`src/rtl/vermibus_arbiter.sv`:
```
// Vermibus N:1 arbiter: merges N requesters onto one target bus with zero-latency
// grant in IDLE and a grant lock held until the transaction completes.
module vermibus_arbiter #(
  parameter int N           = 2,
  parameter int ROUND_ROBIN = 1
) (
  input  logic                   clk,
  input  logic                   reset,
  input  logic [N-1:0]           s_valid,
  input  logic [N*32-1:0]        s_address,
  input  logic [N*4-1:0]         s_wstrobe,
  input  logic [N*32-1:0]        s_wdata,
  output logic [31:0]            s_rdata,
  output logic [N-1:0]           s_ready,
  output logic [N-1:0]           s_irq,
  output logic                   m_valid,
  output logic [31:0]            m_address,
  output logic [3:0]             m_wstrobe,
  output logic [31:0]            m_wdata,
  input  logic [31:0]            m_rdata,
  input  logic                   m_ready,
  input  logic                   m_irq,
  output logic [$clog2(N)-1:0]   m_grant
);

  localparam int IW = $clog2(N);

  typedef enum logic {IDLE, LOCKED} state_t;

  state_t          state_reg, state_next;
  logic [IW-1:0]   lock_idx_reg, lock_idx_next;
  logic [IW-1:0]   rr_ptr_reg, rr_ptr_next;
  logic [IW-1:0]   grant_reg, grant_next;
  logic [IW-1:0]   arb_idx, grant_idx;
  logic            active, done;

  logic [31:0]     addr_arr  [N];
  logic [3:0]      wstrb_arr [N];
  logic [31:0]     wdata_arr [N];

  genvar gi;
  generate
    for (gi = 0; gi < N; gi++) begin : g_unpack
      assign addr_arr[gi]  = s_address[32*gi +: 32];
      assign wstrb_arr[gi] = s_wstrobe[4*gi +: 4];
      assign wdata_arr[gi] = s_wdata[32*gi +: 32];
    end
  endgenerate

  assign s_rdata = m_rdata;
  assign s_irq   = {N{m_irq}};

  // Descending scan so the candidate closest to the search origin wins.
  always_comb begin
    int idx;
    idx     = 0;
    arb_idx = '0;
    for (int k = N - 1; k >= 0; k--) begin
      if (ROUND_ROBIN != 0) begin
        idx = int'(rr_ptr_reg) + k;
        if (idx >= N) idx = idx - N;
      end else begin
        idx = k;
      end
      if (s_valid[idx]) arb_idx = IW'(idx);
    end
  end

  always_comb begin
    state_next    = state_reg;
    lock_idx_next = lock_idx_reg;
    rr_ptr_next   = rr_ptr_reg;
    grant_next    = grant_reg;
    grant_idx     = (state_reg == LOCKED) ? lock_idx_reg : arb_idx;
    active        = 1'b0;
    if (!reset) active = (state_reg == LOCKED) ? s_valid[grant_idx] : |s_valid;
    done          = active & m_ready;

    m_valid   = active;
    m_address = addr_arr[grant_idx];
    m_wstrobe = wstrb_arr[grant_idx];
    m_wdata   = wdata_arr[grant_idx];
    s_ready   = '0;
    if (done) s_ready[grant_idx] = 1'b1;
    m_grant   = active ? grant_idx : grant_reg;
    if (active) grant_next = grant_idx;

    case (state_reg)
      IDLE: begin
        if (active && !m_ready) begin
          state_next    = LOCKED;
          lock_idx_next = grant_idx;
        end
      end
      LOCKED: begin
        // Requester withdrew mid-transaction: release without moving the pointer.
        if (!active) state_next = IDLE;
      end
      default: state_next = IDLE;
    endcase

    if (done) begin
      state_next  = IDLE;
      rr_ptr_next = (grant_idx == IW'(N - 1)) ? '0 : grant_idx + 1'b1;
    end
  end

  always_ff @(posedge clk or posedge reset) begin
    if (reset) begin
      state_reg    <= IDLE;
      lock_idx_reg <= '0;
      rr_ptr_reg   <= '0;
      grant_reg    <= '0;
    end else begin
      state_reg    <= state_next;
      lock_idx_reg <= lock_idx_next;
      rr_ptr_reg   <= rr_ptr_next;
      grant_reg    <= grant_next;
    end
  end

endmodule

```
`config.mk`:
```
export PLATFORM = sky130hd
export DESIGN_NAME = vermibus_arbiter
export DESIGN_NICKNAME = d
export VERILOG_FILES = /design/src/rtl/vermibus_arbiter.sv
export SDC_FILE = /design/constraint.sdc
export NUM_CORES = 1
export LEC_CHECK = 0
export CAP_MARGIN = 25
export CORE_AREA = 2 2 108 110
export DETAILED_ROUTE_END_ITERATION = 8
export DIE_AREA = 0 0 110 112
export GPL_TIMING_DRIVEN = 0
export PLACE_DENSITY_LB_ADDON = 0.15
export SYNTH_ARGS = -nofsm -noshare
export SYNTH_HDL_FRONTEND = slang
export SYNTH_SLANG_ARGS = --single-unit
```
`constraint.sdc`:
```
create_clock -name clk -period 2.3 [get_ports clk]
set_clock_uncertainty 0.15 [all_clocks]
set_input_delay 0.46 -clock clk [delete_from_list [all_inputs] [get_ports clk]]
set_output_delay 0.46 -clock clk [all_outputs]
set_load 0.01 [all_outputs]
```
==> results <==
==> layer usage <==
| layer | up-vias | wire, um | part of all wire |
|---|---|---|---|
| li1 | 995 | - | - |
| met4 | 0 | 54 | 0.0075 |
| met1 | 921 | 2327 | 0.32 |
| met5 | - | 0 | 0 |
| met3 | 6 | 1029 | 0.14 |
| met2 | 151 | 3834 | 0.53 |
==> kinds of logic (layout without fill, tap and decap cells) <==
group / after synthesis / after routing
mux: 70 / 70
flops: 4 / 4
compound gates: 4 / 4
simple gates: 12 / 12
buf+inv: 43 / 321
==> synth_stat cells <==
library cell  instances  area, um^2
a21oi_1               2       10.01
a31oi_1               1       6.260
and2_1                1       6.260
and2b_1               1       7.510
buf_4                34       255.2
buf_6                 7       78.83
dfrtp_1               4       100.1
inv_1                 2       7.510
mux2_2               59       664.4
mux2_4               10       150.1
mux2i_1               1       10.01
nand2_1               2       7.510
nand2b_1              2       12.51
nor2_1                1       3.750
nor2b_1               1       6.260
nor3_1                2       10.01
nor4_1                1       6.260
nor4b_2               1       15.01
o21ai_4               1       16.27
==> layout make-up <==
| type | count | area share |
|---|---|---|
| inverter | 2 | 0.001558 |
| clock buffer | 3 | 0.01558 |
| buffer | 40 | 0.07582 |
| sequential | 4 | 0.02077 |
| timing repair buffer | 276 | 0.6092 |
| tap | 143 | 0.03713 |
| multi-input combinational | 86 | 0.2399 |
==> through the flow <==
stage | cells | utilization
floorplan | 133 | -
global route | 554 | 0.4312
finish | 554 | 0.4312
CTS | 556 | 0.4352
detailed placement | 522 | 0.3593
global placement | 522 | 0.3593
==> worst register-to-register path, delay by kind of cell (launching register included) <==
kind / cells / cell delay, ns
DFF: 1 / 0.38
buffers and inverters: 3 / 0.36
muxes: 1 / 0.26
and+or+nand+nor: 1 / 0.24
AOI/OAI and AO/OA: 1 / 0.07
==> layout by cell type (no fill, tap or decap), types with 2 or more instances in the layout <==
cell | Yosys | layout
dfrtp_1 | 4 | 4
mux2_4 | 10 | 63
nand2_1 | 2 | 2
buf_16 | 0 | 2
buf_8 | 0 | 3
clkbuf_16 | 0 | 4
buf_4 | 34 | 40
mux2_2 | 59 | 6
buf_12 | 0 | 9
clkdlybuf4s50_1 | 0 | 171
buf_2 | 0 | 4
buf_6 | 7 | 84
dlygate4sd2_1 | 0 | 2
inv_1 | 2 | 2
==> power groups by stage <==
stage | Sequential (uW) | Combinational, uW | Clock [uW]
CTS | 93.4 | 1640 | 275
global route | 96.1 | 1680 | 284
floorplan | 92.4 | 509 | 0
detailed placement | 95.4 | 1160 | 0
global placement | 95.0 | 1160 | 0
finish | 93.8 | 1580 | 272
==> worst min path at each step <==
stage / startpoint / end / cells after the start
after floorplan: reset / grant_reg / 1
after global placement: grant_reg / grant_reg / 1
after detailed placement: grant_reg / grant_reg / 1
after CTS: reset / lock_idx_reg / 2
after global routing: reset / lock_idx_reg / 2
final: reset / lock_idx_reg / 2
==> timing repair <==
item	CTS	global route
pin swaps	3	1
cloned	6	1
buffers inserted	25	2
setup endpoints to repair	72	71
gates resized for setup	444	14
==> results.md <==
- Hold_ws: 0.2149 ns
- 1st-iter DRT viols: 38
- Final period utilization: 1.073
- Post-CTS Hold Fix Bufs: 0
- Vias in the first global route: 2,063
- CTS root buffer: clkbuf_16
- Cell count along the critical path: 8
- Cell area after layout: 4818 um^2
- Max Root-Sink Buffers: 2
- TritonCTS clock tree: done
- Crit-path slowest cell: dfrtp_1
- CP Capture Type: output port
- Worst Setup EP: m_address[29]
- CTS Sinks: 4
- RSZ-0062 raised after global routing: true
- IO Count: 280
- All-Layer GR Usage: 0.1033
- Max VDD drop: 257.6 uV
- Main combinational cell family by area after synthesis: multiplexers
- Yosys reg bits: 4
- DRC Markers: 0
- WP data required: between 1.5 and 2 ns
- Place WS: -0.9705 ns
- Initial antenna violation count: 0
- IO Port Bufs: roughly 250
- Final hold violations: 0
- Pwr per Cell Area: 404.0 nW/um^2
- Post-DRT Antenna Nets: 0
- Worst-path cell chain: and2b_1, o21ai_4, buf_12, buf_12, buf_12, buf_4, mux2_4, buf_6
- Multi-input logic area: 1156 um^2
- Pleak: 0.002210 uW
- Router iterations before antenna repair: 4
- Reg power frac: 0.048
- Crit-path most repeated cell: buf_12
- CP Launch Type: flip-flop
- Number of diodes: 0
- Tmin final: 2.468 ns
- Comb power frac: 0.812
- Core area: 11,170 um^2
- Placer Congestion: around 0.68
- Final Total Pwr: 1947 uW
- Layout cells sized above 1: 0.5353
- Final Slew Violations: 0
- Fmax: 405.1 MHz
- Gr busiest metal: met2
- Setup crit start: rr_ptr_reg
- Crit Reg-Reg Startpoint: rr_ptr_reg
- Mux share of post-synthesis cell area: 0.6002
- XOR/XNOR Fraction of Synth Area: 0
- Largest net degree at the start of global routing: 11
- Final setup fails: 63
- Post-synthesis simple-gate area fraction: 0.05464
- Buf+Inv Stages, Crit Path: 5
- Post-synthesis cell area: 1374 um^2
- Synth Instances: 133
- Clk slew on worst S/H paths: 0.03 ns
- Placed Area: 4015 um^2
- Failing checks: negative setup slack
- Vias: 2,073
- Starting Density: 0.1229
- R2R Setup Slk: 0.72 ns
- Slew HR: 0.7602
- Max Cap Viol: 0
- Setup tns final: -5.494 ns
- Sw Ratio: 0.2761
- Placement row count: 39
- Area Growth Syn to Fin: 250.7%
- Part of the power in the clock network: 0.140
- R2R Path End: grant_reg
- Syn avg cell area: 10.33 um^2
- Total global routing overflow: 0
- Tightest Hold Check Type: input pin to async pin
- Compound-Gate Fraction of Synth Area: 0.02368
- R2R cell count: 6
- DR WL/cell: 13.08 um
- Adder-cell share of the synthesized area: 0
- CTS Buf Count: 3
- Net Sw Power: between 500 and 600 uW
- Nets: 587
- Result of the run: finished with violations
- Post-synth cell types: 19
- Internal: roughly 1400 uW
- Synth warn: 0
- Htree depth: 1
- Final WS setup: -0.1685 ns
- Cell family with most CP delay: buffers and inverters
- Syn_nets: ~300
- Grt met1 use: 0.1045
- First-pass GRT wire length: 10,170 um
- Worst skew pair latency: 0.22 ns
- DIE AREA: 12,320 um^2
- GR Util met3: 0.03337
- Die Span X: 110 um
- Crit Path Class: flip-flop to output port
- Die Ht: 112 um
- M2 GR Usage: 0.2025
- Maximum fanout along the worst path: 5
- Sequential-to-total area share from yosys stat: 0.07286
- Drt total wl: 7245 um
- Tightest Pin Transition: 0.3584 ns
- DP Wirelength: a little under 6000 um
- Largest stage delay on the critical path: 0.38 ns
- Fill cell count: between 1k and 1.5k
- FF/Latch Area: 100.1 um^2
- Critical path arrival: 1.86 ns
- Vias per cell: 3.742
(Power assumes the default switching activity.)
